## src/rtl/packetizer.sv

```systemverilog
// Three-beat packet builder with an output FIFO and a valid/ready handshake on each side.
// Optional macro PACKETIZER_HDR_CHECK_EN enables the sticky header-mismatch flag.
module packetizer #(
  parameter int FILTER_WIDTH = 8,
  parameter int DEPTH        = 4
) (
  input  logic                            clk,
  input  logic                            rst_n,
  input  logic                            in_valid,
  output logic                            in_ready,
  input  logic [FILTER_WIDTH-1:0]         in_data,
  input  logic [1:0]                      in_filter_row,
  input  logic                            in_ifmapb_filter,
  input  logic                            in_timestep,
  output logic                            out_valid,
  input  logic                            out_ready,
  output logic [3*FILTER_WIDTH+3:0]       out_packet,
  output logic [$clog2(DEPTH+1)-1:0]      fifo_count,
  output logic                            hdr_err
);

  localparam int PW = 3*FILTER_WIDTH+4;
  localparam int CW = $clog2(DEPTH+1);
  localparam int AW = (DEPTH > 1) ? $clog2(DEPTH) : 1;

  typedef enum logic [1:0] {
    B0,
    B1,
    B2
  } beat_t;

  beat_t beat, beat_d;

  logic [FILTER_WIDTH-1:0] slot0, slot1;
  logic [1:0]              hdr_fr;
  logic                    hdr_ib;
  logic                    hdr_ts;
  logic [PW-1:0]           mem [DEPTH];
  logic [AW-1:0]           rd_ptr, wr_ptr;
  logic                    accept, push, pop;

  function automatic logic [AW-1:0] nxt(
    input logic [AW-1:0] p
  );
    return (p == AW'(DEPTH-1)) ? '0 : p + 1'b1;
  endfunction

  // Beat 2 only looks at registered occupancy, never at out_ready.
  assign in_ready   = (beat != B2) ||
                      (fifo_count < CW'(DEPTH));
  assign accept     = in_valid && in_ready;
  assign push       = accept && (beat == B2);
  assign out_valid  = (fifo_count != '0);
  assign pop        = out_valid && out_ready;
  assign out_packet = mem[rd_ptr];

  always_comb begin
    beat_d = beat;
    if (accept) begin
      unique case (beat)
        B0:      beat_d = B1;
        B1:      beat_d = B2;
        default: beat_d = B0;
      endcase
    end
  end

  always_ff @(posedge clk or negedge rst_n) begin
    if (!rst_n) beat <= B0;
    else        beat <= beat_d;
  end

  always_ff @(posedge clk or negedge rst_n) begin
    if (!rst_n) begin
      slot0      <= '0;
      slot1      <= '0;
      hdr_fr     <= '0;
      hdr_ib     <= 1'b0;
      hdr_ts     <= 1'b0;
      rd_ptr     <= '0;
      wr_ptr     <= '0;
      fifo_count <= '0;
      for (int i = 0; i < DEPTH; i++) mem[i] <= '0;
    end else begin
      if (accept && beat == B0) begin
        slot0  <= in_data;
        hdr_fr <= in_filter_row;
        hdr_ib <= in_ifmapb_filter;
        hdr_ts <= in_timestep;
      end
      if (accept && beat == B1) slot1 <= in_data;
      if (push) begin
        mem[wr_ptr] <= {in_data, slot1, slot0,
                        hdr_fr, hdr_ib, hdr_ts};
        wr_ptr      <= nxt(wr_ptr);
      end
      if (pop) rd_ptr <= nxt(rd_ptr);
      if (push && !pop)      fifo_count <= fifo_count + 1'b1;
      else if (pop && !push) fifo_count <= fifo_count - 1'b1;
    end
  end

`ifdef PACKETIZER_HDR_CHECK_EN
  logic hdr_mis;

  assign hdr_mis = accept && (beat != B0) &&
                   ({in_filter_row, in_ifmapb_filter, in_timestep}
                    != {hdr_fr, hdr_ib, hdr_ts});

  always_ff @(posedge clk or negedge rst_n) begin
    if (!rst_n)       hdr_err <= 1'b0;
    else if (hdr_mis) hdr_err <= 1'b1;
  end
`else
  assign hdr_err = 1'b0;
`endif

endmodule

```

## config.mk

```make
export PLATFORM = sky130hd
export DESIGN_NAME = packetizer
export DESIGN_NICKNAME = d
export VERILOG_FILES = /design/src/rtl/packetizer.sv
export SDC_FILE = /design/constraint.sdc
export NUM_CORES = 1
export LEC_CHECK = 0
export BUFFER_PORTS_ARGS = -buffer_cell sky130_fd_sc_hd__buf_2
export CAP_MARGIN = 10
export CORE_MARGIN = 3
export CORE_UTILIZATION = 25
export DETAILED_ROUTE_END_ITERATION = 6
export SETUP_SLACK_MARGIN = 0.1
export SLEW_MARGIN = 20
export SYNTH_ARGS = -nofsm -noshare
export SYNTH_HDL_FRONTEND = slang
export SYNTH_SLANG_ARGS = --single-unit
export TNS_END_PERCENT = 30
```

## constraint.sdc

```tcl
create_clock -name clk -period 5.15 [get_ports clk]
set_clock_uncertainty 0.1 [all_clocks]
set_input_delay 1.03 -clock clk [delete_from_list [all_inputs] [get_ports clk]]
set_output_delay 1.03 -clock clk [all_outputs]
set_load 0.01 [all_outputs]
```

# Yosys cells after proc, flatten, opt, wreduce, memory -nomap -nowiden
# Cells that the tools add are included.
[totals]
reg_bits = 141
latchBits = 0
mem_bits_rw = 0
romBits = 0
in_bits = 16
mem_count = 0
[classes]
n_addsub = 4
n_mul = 0
div_mod_pow = 0
n_lt_le_gt_ge = 4
n_eq_ne = 5
shift = 0
muxes = 11
bitwise_logic = 2
reduce_logical = 14
[op_table]
columns = ["operator", "n"]
rows = [
  ["112-bit bitwise mux", 1],
  ["28-bit 2-to-1 mux", 3],
  ["28-bit binary-select mux with 2-bit select", 1],
  ["28-bit demux with 2-bit select", 1],
  ["1-bit logical AND", 8],
  ["2-bit equality test (second input constant)", 3],
  ["3-bit greater-or-equal comparator (second input constant)", 2],
  ["3-bit 2-to-1 mux", 2],
  ["2-bit NOT with 3-bit output", 2],
  ["2-bit by 1-bit adder with 2-bit output (second input constant)", 2],
  ["2-bit 2-to-1 mux", 2],
  ["2-bit one-hot mux with 2 select lines", 1],
  ["3-bit by 1-bit adder with 3-bit output (second input constant)", 1],
  ["3-bit by 1-bit less-than comparator with 1-bit output (second input constant)", 1],
  ["3-bit less-than comparator (second input constant)", 1],
  ["3-bit nonzero test", 1],
  ["3-bit by 1-bit subtractor with 3-bit output (second input constant)", 1],
  ["2-bit by 1-bit equality test with 1-bit output (second input constant)", 1],
  ["1-bit zero test", 2],
  ["2-bit zero test", 1],
  ["2-bit != test (second input constant)", 1],
  ["2-bit nonzero test", 1],
  ["1-bit logical OR", 1],
]

# Logic depth before layout (Yosys ltp)
# Gate-level depths: netlist (run 1).
[logic_depth]
word_depth = 8
mapped_depth = 8
ltp_nobuf = 8

# Least setup slack after synthesis (run 1)
# Ideal clock, no wire load.
[synth_timing]
path_type = "input to register"
start = "in in_valid"
end = "reg fifo_count[2]"
arrival_ps = 2406
required_time_ps = 4971
setup_slack_ps = 2565
stages = 8
path_buffers = 1
path_cell_list = "and4bb_1 > buf_12 > ha_1 > inv_1 > fa_1 > xor2_1 > nor2_1 > xor2_1"
[synth_via]
elab_chain_len = 5
[synth_lines]
columns = ["item", "line", "text"]
rows = [
  ["from (decl)", "9", "input logic in_valid,"],
  ["1-bit logical AND *", "51", "assign accept = in_valid && in_ready;"],
  ["1-bit logical AND *", "52", "assign push = accept && (beat == B2);"],
  ["net push", "40", "logic accept, push, pop;"],
  ["1-bit zero test", "99", "else if (pop && !push) fifo_count <= fifo_count - 1'b1;"],
  ["1-bit logical AND", "99", ""],
  ["2-bit nonzero test (no line)", "--", ""],
  ["to (signal assigned)", "98", "if (push && !pop) fifo_count <= fifo_count + 1'b1;"],
  ["to (signal assigned)", "99", ""],
  ["to (decl)", "18", "output logic [$clog2(DEPTH+1)-1:0] fifo_count,"],
]
# Mark *: on every way through the listed nets, which the timed path passes. The rest lies on a longest branch.
# A chain may end at the register's enable or synchronous reset.

# Final worst setup path (run 1)
[layout_timing]
start = "reg rd_ptr[1]"
end = "out out_packet[27]"
[layout_via]
elab_chain_len = 4
[layout_lines]
columns = ["item", "line", "text"]
rows = [
  ["from (decl)", "39", "logic [AW-1:0] rd_ptr, wr_ptr;"],
  ["from (signal assigned)", "97", "if (pop) rd_ptr <= nxt(rd_ptr);"],
  ["2-bit NOT with 3-bit output (not written as such)", "55", "assign out_packet = mem[rd_ptr];"],
  ["28-bit binary-select mux with 2-bit select", "55", ""],
  ["28-bit 2-to-1 mux (not written as such) (2 in a row)", "55", ""],
  ["to (decl)", "17", "output logic [3*FILTER_WIDTH+3:0] out_packet,"],
]
# Every way passes these cells. The select of a mux whose other input is x is not followed.

==> results of run 1 <==
-- cells by family (layout without fill, tap and decap cells) --
logic type	count (synthesis)	in the layout	synth area share (%)
compound gates	4	4	0.346
xor+xnor	3	3	0.403
fa+ha+maj	7	7	1.46
buf+inv	21	86	3.61
flops	141	141	54.2
mux	163	163	37.6
other cells	1	1	0.0576
simple gates	17	17	2.32
-- power by group through the flow --
stage / logic [mW] / registers [mW] / clock network (mW)
6_report: 1.67 / 2.07 / 1.19
5_1_grt: 1.81 / 2.16 / 1.27
4_1_cts: 1.72 / 2.08 / 1.22
3_5_place_dp: 1.72 / 2.09 / 0
3_3_place_gp: 1.66 / 2.03 / 0
2_1_floorplan: 1.35 / 1.87 / 0
-- per-stage QoR --
step                      hold WS (ns)  std cells  util (%)  setup WS [ns]  cell area (µm²)
after floorplan                  0.374        357         -           2.56             6510
after global placement           0.381        722      27.5           1.94             6990
after detailed placement         0.391        722      27.5           1.80             6990
after CTS                        0.406        752      29.8           1.51             7560
after global routing             0.412        752      29.8           1.66             7570
final                            0.402        752      29.8           1.73             7570
-- critical path: cells and delay by family (launching register included) --
| kind | cells | cell delay [ns] |
|---|---|---|
| DFF | 1 | 0.87 |
| buffers and inverters | 2 | 0.59 |
| muxes | 1 | 0.40 |
-- state kept, by name (all words and copies together) (netlist names) --
name / count
rd_ptr: 2
hdr_ib: 1
beat: 2
hdr_fr: 2
hdr_ts: 1
slot1: 8
fifo_count: 3
slot0: 8
mem: 112
wr_ptr: 2
-- metal layers --
metal,GRT usage (%),vias up,part of all wire [%]
li1,-,1427,-
met1,13.8,1759,45
met2,16.6,51,50
met3,3.00,16,3.3
met4,3.17,2,1.3
met5,0,-,0.095
-- worst paths after layout --
kind	to	from	cells past startpoint
setup reg to reg	fifo_count[2]	fifo_count[2]	7
hold / removal	mem[85]	mem[85]	1
min in group asynchronous	hdr_ib	rst_n	1
setup / recovery	out_packet[27]	rd_ptr[1]	3
hold reg to reg	mem[85]	mem[85]	1
max in group asynchronous	mem[94]	rst_n	2
-- cell usage after synthesis (all sizes together) --
cell type	instances	area, µm²
clkbuf	2	7.51
or3	1	6.26
mux4	28	631
nor2	3	11.3
o21ai	3	15.0
nor3	1	5.00
inv	4	15.0
ha	6	75.1
nand2	8	95.1
and4bb	1	12.5
dfrtp	141	3530
a21o	1	7.51
buf	15	213
nand3b	2	15.0
xnor2	1	8.76
mux2	135	1820
conb	1	3.75
nor2b	1	6.26
fa	1	20.0
xor2	2	17.5
-- cell type report --
| cell class | instances | share of cell area [%] |
|---|---|---|
| flip-flops and latches | 141 | 46.7 |
| multi-input cells | 195 | 36.4 |
| clock buffers | 23 | 6.45 |
| well taps | 330 | 5.45 |
| repair buffers | 52 | 3.69 |
| clock inverters | 7 | 1.16 |
| inverters | 4 | 0.198 |
==> reports/summary.txt, run 1 <==
YOSYS
----------------------------------------------------------------------------
Count of unique library cells instantiated by Yosys                       24
Sequential share of the synthesized area                               54.2%
Number of warnings printed during yosys synthesis                          0
Synthesized instance count                                               357
Syn nets                                                                 380
Average instance area after synthesis                               18.2 µm²
Area of the mapped netlist                                          6510 µm²
Yosys reg bits                                                           141

CTS
----------------------------------------------------------------------------
Clock-pin transition on the worst setup and hold timing paths        0.05 ns
TritonCTS Buffers                                                         17
Level count of the clock H-tree                                            4
Buffer cell driving the clock tree root                            clkbuf_16
Longest Clk Path Bufs                                                      2
Clock network latency to the later pin of the worst-skew pair        0.41 ns
Post-CTS setup buffer count                                                0
Hold buffers post-CTS                                                      0
# resized after CTS                                                        0
CTS tree                                                                done
TritonCTS sink count                                                     141

FLOORPLANNING
----------------------------------------------------------------------------
Vertical extent of the die                                            167 µm
Placeable core region                                              25400 µm²
Effective utilization at floorplan                                     25.6%
Cell row count                                                            58
Die footprint                                                      28000 µm²
IO Count                                                                  50
Die W                                                                 167 µm

TIMING
----------------------------------------------------------------------------
Final hold violation count                                                 0
Slew at the pin closest to its max-slew limit                       0.894 ns
Share of the cycle needed by the critical path after routing           66.5%
Max-slew violations                                                        0
Highest clock rate                                                   292 MHz
Final period demand of the worst path                                3.42 ns
Number of endpoints failing setup at the final stage                       0
Normalized max-slew margin                                             40.4%
Setup tns final                                                         0 ns
Unrepaired setup endpoints after global routing                        false

GLOBAL ROUTING
----------------------------------------------------------------------------
Total overflow reported by the global router                               0
Pin count of the biggest net entering global routing                     111
Wire length of the first global-routing pass                        22300 µm
Vias in the first global route                                          3736
Global Route Usage Sum                                                 10.4%
Initial antenna violation count                                            1

LAYOUT
----------------------------------------------------------------------------
Most used cells in the layout excluding fill and tap cells      dfrtp_1, mux2_4, mux2_2
Area growth from synthesis to layout                                   16.2%
Most common library cell in the layout ignoring fill and taps        dfrtp_1
Nets@finish                                                              434
Multi-input logic area                                              2760 µm²
Count of fill cells added during filler insertion                       2490
Register Area                                                       3530 µm²
Share of post-route cells with drive strength above 1                  59.0%
Ant diodes                                                                 0

DETAILED ROUTING
----------------------------------------------------------------------------
Final antenna-violating net count                                          0
Routed via count                                                        3255
Post-Route WL                                                       13700 µm
First DRT Iteration DRCs                                                 145
Final routed DRC violation total                                           0
Via density per instance                                                4.33
Total iterations of the first detailed-routing run                         4
WL per Instance                                                      18.3 µm

PWR
----------------------------------------------------------------------------
Reg power frac                                                         42.1%
Internal Power                                                       3.43 mW
Design Power                                                         4.93 mW
Power share of the clock group                                         24.1%
Switching Power                                                      1.50 mW
Comb power frac                                                        33.9%
Total power per unit cell area                                    651 nW/µm²
Highest ir drop seen on vdd                                           251 µV
Switching fraction of total power                                      30.3%
Static leakage                                                       3.67 nW

SETUP PATH
----------------------------------------------------------------------------
Worst Setup Start Kind                                              register
Critical path arrival                                                2.29 ns
Slowest cell on the critical path                                    dfrtp_1
Maximum fanout count along the critical path                              16
Critical Path, Cell by Cell                                     buf_4 > mux4_2 > buf_2
Element type at the critical path end                             output pin
Biggest cell delay along the critical path                           0.87 ns
Critical path data required time                                     4.02 ns
Setup Crit Path Kind                                                 reg2out
Worst R2R Setup Slack                                                2.41 ns

PLACE
----------------------------------------------------------------------------
IO buf count                                                              48
Detailed Place HPWL                                                  8780 µm
Gp weighted congestion                                                 0.674

MIN PATH
----------------------------------------------------------------------------
Class of the most critical hold timing path                          reg2reg

STATUS
----------------------------------------------------------------------------
Outcome                                                         finished clean

FLOW RUN
----------------------------------------------------------------------------
Number of max-cap violations                                               0

(Power assumes the default switching activity.)
==> inputs of run 2 (changes only) <==
- clock period: 5.15 -> 3.35 ns (I/O delays scaled with it)
==> run 2 against run 1 <==
Effect of this change: clock-buffer cell count is 2 lower; utilization is 0.74 points higher; via count is 1.3% higher; die area stayed put; global-route usage is 0.055 points lower; total power is 63% higher; largest cell class unchanged; sequential cell count stayed put; clock power is 90% higher; design area is 2.5% higher; hold slack worse by 0.26 ns.
==> reports/summary.txt, run 2 (synthesis gave the netlist of run 1 again) <==
PLACE
-----------------------------------------------------------------------------------
Gp weighted congestion                                                        0.656
IO buf count                                                                     48
Detailed Place HPWL                                                         8920 µm
Placed cell count                                                               726

MIN PATH
-----------------------------------------------------------------------------------
Class of the most critical hold timing path                                in2async

GLOBAL ROUTING
-----------------------------------------------------------------------------------
Total overflow reported by the global router                                      0
Pin count of the biggest net entering global routing                             65
Vias in the first global route                                                 3852
Initial antenna violation count                                                   1
Wire length of the first global-routing pass                               22400 µm
Global Route Usage Sum                                                        10.4%

TIMING
-----------------------------------------------------------------------------------
Normalized max-slew margin                                                    55.2%
Final hold violation count                                                        0
Final hold slack                                                           0.139 ns
Slew at the pin closest to its max-slew limit                              0.671 ns
Number of endpoints failing setup at the final stage                              0
Setup tns final                                                                0 ns
Max-slew violations                                                               0
Final period demand of the worst path                                       2.76 ns
Highest clock rate                                                          362 MHz
Share of the cycle needed by the critical path after routing                  82.4%
Unrepaired setup endpoints after global routing                               false

LAYOUT
-----------------------------------------------------------------------------------
Nets@finish                                                                     438
Share of post-route cells with drive strength above 1                         60.0%
Multi-input logic area                                                     2760 µm²
Largest register by flop count                                                  mem
Largest register FFs                                                            112
Register Area                                                              3530 µm²
Ant diodes                                                                        0
Regs by FF count                                                       mem (112), slot0 (8), slot1 (8)
Most common library cell in the layout ignoring fill and taps               dfrtp_1
Most used cells in the layout excluding fill and tap cells             dfrtp_1, mux2_4, mux2_2
Area growth from synthesis to layout                                          19.1%
Count of placed standard cells in the final layout, fillers left out            757
Count of fill cells added during filler insertion                              2473

FLOORPLANNING
-----------------------------------------------------------------------------------
Cell row count                                                                   58
Die W                                                                        167 µm
IO Count                                                                         50
Vertical extent of the die                                                   167 µm
Placeable core region                                                     25400 µm²
Die footprint                                                             28000 µm²
Effective utilization at floorplan                                            25.6%

CTS
-----------------------------------------------------------------------------------
Clock network latency to the later pin of the worst-skew pair               0.42 ns
Buffer cell driving the clock tree root                                   clkbuf_16
CTS tree                                                                       done
# resized after CTS                                                               0
Clock-pin transition on the worst setup and hold timing paths               0.06 ns
Post-CTS setup buffer count                                                       0
TritonCTS sink count                                                            141
TritonCTS Buffers                                                                17
Hold buffers post-CTS                                                             0
Longest Clk Path Bufs                                                             2
Level count of the clock H-tree                                                   4

DETAILED ROUTING
-----------------------------------------------------------------------------------
Final routed DRC violation total                                                  0
Post-Route WL                                                              13900 µm
First DRT Iteration DRCs                                                        111
Total iterations of the first detailed-routing run                                4
Final antenna-violating net count                                                 0
Routed via count                                                               3298
Via density per instance                                                       4.36
WL per Instance                                                             18.4 µm

PWR
-----------------------------------------------------------------------------------
Comb power frac                                                               33.4%
Total power per unit cell area                                          1030 nW/µm²
Switching Power                                                             2.33 mW
Static leakage                                                              3.77 nW
Internal Power                                                              5.69 mW
Reg power frac                                                                38.4%
Power share of the clock group                                                28.2%
Highest ir drop seen on vdd                                                  343 µV
Switching fraction of total power                                             29.1%

SETUP PATH
-----------------------------------------------------------------------------------
Worst Setup Start Kind                                                     register
Worst R2R Setup Slack                                                       1.03 ns
Startpoint of the most critical setup path                                rd_ptr[1]
Critical path arrival                                                       1.99 ns
Element type at the critical path end                                    output pin
Setup Crit Path Kind                                                        reg2out
Maximum fanout count along the critical path                                     18
Critical path data required time                                            2.58 ns
Reg-to-Reg Start                                                       fifo_count[2]

FLOW RUN
-----------------------------------------------------------------------------------
Number of max-cap violations                                                      0

STATUS
-----------------------------------------------------------------------------------
Outcome                                                                finished clean

==> run 2: changes by cell type in the layout (fill, tap and decap cells not counted), moves of 2 or more <==
cell / change
clkinv_2: -3
bufinv_16: +5
buf_12: +2
clkbuf_1: -2
clkinv_4: +2
buf_4: +2
==> run 2: power by group through the flow <==
stage / Combinational [mW] / Sequential [mW] / Clock, mW
detailed placement: 2.74 / 3.11 / 0
global route: 2.90 / 3.19 / 2.39
global placement: 2.67 / 3.03 / 0
floorplan: 2.07 / 2.87 / 0
finish: 2.68 / 3.08 / 2.26
CTS: 2.75 / 3.09 / 2.32
==> run 2: critical path, cell delays in order (launching register included) <==
cell,delay (ns)
dfrtp_1,0.77
buf_12,0.27
mux4_2,0.35
buf_2,0.16
==> run 2: through the flow <==
stage / util (%) / setup slack, ns / cell area [µm²] / power, mW
after floorplan: - / 1.12 / 6510 / 4.94
after global placement: 27.7 / 1.05 / 7040 / 5.69
after detailed placement: 27.7 / 1.03 / 7040 / 5.85
after CTS: 30.5 / 0.581 / 7760 / 8.16
after global routing: 30.5 / 0.518 / 7760 / 8.48
final: 30.5 / 0.591 / 7760 / 8.02
==> run 2: final timing paths <==
| check | endpoint | cells past startpoint |
|---|---|---|
| setup / recovery | out_packet[10] | 3 |
| max in group asynchronous | mem[16] | 2 |
| min in group clk | hdr_fr[1] | 2 |
| setup reg to reg | fifo_count[2] | 8 |
| hold reg to reg | mem[90] | 1 |
| hold / removal | fifo_count[2] | 1 |
==> run 2: per-layer routing <==
layer | global-route usage [%] | vias to the layer above | part of all wire [%]
met5 | 0 | - | 0.050
met4 | 3.09 | 2 | 1.1
met3 | 3.40 | 14 | 4.3
met2 | 16.8 | 51 | 49
met1 | 13.3 | 1808 | 46
li1 | - | 1423 | -
==> run 2: layout make-up <==
| cell class | count | area share (%) |
|---|---|---|
| Clock buffer | 21 | 6.19 |
| Clock inverter | 10 | 3.00 |
| Inverter | 4 | 0.194 |
| Multi-Input combinational cell | 195 | 35.5 |
| Sequential cell | 141 | 45.5 |
| Tap cell | 330 | 5.32 |
| Timing Repair Buffer | 56 | 4.27 |
==> inputs of run 3 (changes only) <==
- ABC_AREA: default -> 1
- clock period: 3.35 -> 2.2 ns (I/O delays scaled with it)
==> run 3 against run 2 <==
Effect of this change: the run now ends with setup timing left; synthesized area is 1.7% lower; final cell count is 54% higher; largest cell class unchanged; design area is 3.7% higher; sequential share of layout area is 1.6 points lower; worst setup slack worse by 0.64 ns; clock power is 16% higher; sequential cell count stayed put.
==> reports/summary.txt, run 3 <==
SETUP PATH
----------------------------------------------------------------------------
Maximum fanout count along the critical path                               8
Top Family by Delay on Critical Path                            buffers and inverters
Worst path bufs/invs                                                       4
Worst Setup Start Kind                                              register
Critical Path, Cell by Cell                                     clkinvlp_4 > buf_12 > clkbuf_16 > nor2_4 > o22ai_2 > buf_2
Critical path data required time                                     1.66 ns
Element type at the critical path end                             output pin
Setup Crit Path Kind                                                 reg2out
Critical path arrival                                                1.71 ns
Biggest cell delay along the critical path                           0.44 ns
Slowest cell on the critical path                                    dfrtp_2

PWR
----------------------------------------------------------------------------
Static leakage                                                       4.10 nW
Total power per unit cell area                                   1530 nW/µm²
Switching fraction of total power                                      42.3%
Comb power frac                                                        43.4%
Highest ir drop seen on vdd                                           673 µV
Reg power frac                                                         35.1%
Switching Power                                                      5.19 mW
Power share of the clock group                                         21.5%
Internal Power                                                       7.08 mW

TIMING
----------------------------------------------------------------------------
Slew at the pin closest to its max-slew limit                       0.588 ns
Max-slew violations                                                        0
Share of the cycle needed by the critical path after routing            102%
Unrepaired setup endpoints after global routing                         true
Final period demand of the worst path                                2.25 ns
Highest clock rate                                                   444 MHz
Number of endpoints failing setup at the final stage                      18
Smallest setup slack after layout                                 -0.0501 ns
Normalized max-slew margin                                             60.8%
Final hold violation count                                                 0

FLOORPLANNING
----------------------------------------------------------------------------
IO Count                                                                  50
Die footprint                                                      27600 µm²
Vertical extent of the die                                            166 µm
Die W                                                                 166 µm
Effective utilization at floorplan                                     25.9%
Placeable core region                                              24700 µm²
Cell row count                                                            57

GLOBAL ROUTING
----------------------------------------------------------------------------
Wire length of the first global-routing pass                        31100 µm
Total overflow reported by the global router                               0
Global Route Usage Sum                                                 14.0%
Initial antenna violation count                                            0
Vias in the first global route                                          5604
Pin count of the biggest net entering global routing                     117

YOSYS
----------------------------------------------------------------------------
Post-synthesis compound-gate area fraction                             8.99%
Yosys reg bits                                                           141
Syn nets                                                                 801
Synthesized instance count                                               778
Most frequent cell after synthesis                                   nand2_1
Number of synthesized flops with an enable pin                             0
Count of unique library cells instantiated by Yosys                       21
Share of Yosys cell area claimed by the top area cell type             55.1%
Simple-gate share of the synthesized area                              29.0%
Area of the mapped netlist                                          6400 µm²
Combinational family with the most area after synthesis         simple AND/OR/NAND/NOR gates
Adder-cell area share of the yosys netlist                             1.48%
Largest cells by area after synthesis                           dfrtp_1, nand2_1, nand3_1
Ranking of synthesized cells by instance count                  nand2_1, dfrtp_1, nand3_1
Average instance area after synthesis                               8.23 µm²
Most instantiated flip-flop cell in the synthesis netlist            dfrtp_1
Ys async rst share                                                      100%
Xor and xnor area share after synthesis                               0.274%
Sequential share of the synthesized area                               55.1%
Portion of netlist area occupied by mux cells                             0%
Most area-hungry cell type in the Yosys netlist                      dfrtp_1
Number of warnings printed during yosys synthesis                          0

CTS
----------------------------------------------------------------------------
TritonCTS Buffers                                                         17
Clock-pin transition on the worst setup and hold timing paths        0.06 ns
CTS tree                                                                done
Longest Clk Path Bufs                                                      2
Clock network latency to the later pin of the worst-skew pair        0.42 ns
Level count of the clock H-tree                                            4
TritonCTS sink count                                                     141
Buffer cell driving the clock tree root                            clkbuf_16

LAYOUT
----------------------------------------------------------------------------
Area growth from synthesis to layout                                   25.6%
Final design utilization                                               32.5%
Ant diodes                                                                 0
Share of post-route cells with drive strength above 1                  20.1%
Most common library cell in the layout ignoring fill and taps        nand2_1
Regs by FF count                                                mem (112), slot0 (8), slot1 (8)
Most used cells in the layout excluding fill and tap cells      nand2_1, dfrtp_1, nand3_1
Largest register by flop count                                           mem
Largest register FFs                                                     112
Count of fill cells added during filler insertion                       2580
Nets@finish                                                              852

STATUS
----------------------------------------------------------------------------
Failing checks                                                  setup timing
Outcome                                                         complete, but fails checks

DETAILED ROUTING
----------------------------------------------------------------------------
WL per Instance                                                      17.0 µm
Total iterations of the first detailed-routing run                         5
Post-Route WL                                                       19800 µm
Via density per instance                                                4.85
Routed via count                                                        5659
Final routed DRC violation total                                           0
First DRT Iteration DRCs                                                 481
Final antenna-violating net count                                          0

MIN PATH
----------------------------------------------------------------------------
Class of the most critical hold timing path                           in2reg

PLACE
----------------------------------------------------------------------------
Detailed Place HPWL                                                 11300 µm
IO buf count                                                              48
Gp weighted congestion                                                 0.767
Worst slack at placement                                            0.217 ns

FLOW RUN
----------------------------------------------------------------------------
Number of max-cap violations                                               0

run 3: what timing repair did:
action                     4_1_cts  5_1_grt
pin swaps                        3       21
gates resized for setup         15       64
gates cloned                     1        5
hold buffers                     1        0
buffers inserted                 3        1
setup endpoints to repair       28       30
hold endpoints to repair        34        0
run 3: area by class of cell:
cell class / count / area (µm²) / share of cell area [%]
flip-flops and latches: 141 / 3530 / 43.9
multi-input cells: 560 / 2760 / 34.3
clock buffers: 18 / 429 / 5.34
repair buffers: 86 / 722 / 8.97
inverters: 23 / 90.1 / 1.12
clock inverters: 14 / 110 / 1.37
well taps: 324 / 405 / 5.04
run 3: per-layer routing:
| metal | global-route usage (%) | up-vias | wire length, µm |
|---|---|---|---|
| met1 | 18.4 | 2800 | 8860 |
| met3 | 2.67 | 41 | 874 |
| li1 | - | 2664 | - |
| met5 | 0 | - | 0 |
| met2 | 23.4 | 154 | 9630 |
| met4 | 4.74 | 0 | 478 |
run 3: through the flow:
stage / hold slack [ns] / cell area, µm² / TNS (ns) / power [mW] / instances
after floorplan: 0.0444 / 6410 / 0 / 6.81 / 778
after global placement: 0.271 / 7080 / 0 / 8.63 / 1123
after detailed placement: 0.274 / 7080 / 0 / 8.69 / 1123
after CTS: 0.158 / 7710 / -0.0372 / 11.6 / 1160
after global routing: 0.171 / 8040 / -2.14 / 13.1 / 1166
final: 0.168 / 8040 / -0.432 / 12.3 / 1166
run 3: final timing paths:
kind | from | end | slack [ns] | cells past startpoint
setup / recovery | rd_ptr[0] | out_packet[4] | -0.05 | 6
hold / removal | in_filter_row[1] | hdr_fr[1] | 0.17 | 3
setup reg to reg | beat[0] | fifo_count[2] | 0.25 | 9
hold reg to reg | mem[40] | mem[40] | 0.37 | 2
max in group asynchronous | rst_n | rd_ptr[0] | 0.95 | 3
min in group asynchronous | rst_n | mem[50] | 0.39 | 2
run 3: logic make-up after synthesis:
group / count (synthesis)
other: 1
AND/OR/NAND/NOR: 442
flip-flops: 141
adder cells (fa/ha/maj): 7
XOR/XNOR: 2
buffers and inverters: 77
AO/OA/AOI/OAI: 108
run 3: tightest hold or removal path, stage by stage:
cell	delay (ns)
buf_2	0.09
inv_1	0.03
o21ai_0	0.07
run 3: power by group through the flow:
| stage | Combinational [mW] | Clock, mW | Sequential (mW) |
|---|---|---|---|
| after floorplan | 2.74 | 0 | 4.07 |
| after global placement | 4.37 | 0 | 4.26 |
| after detailed placement | 4.42 | 0 | 4.27 |
| after CTS | 4.64 | 2.68 | 4.25 |
| after global routing | 5.89 | 2.81 | 4.43 |
| final | 5.33 | 2.63 | 4.31 |
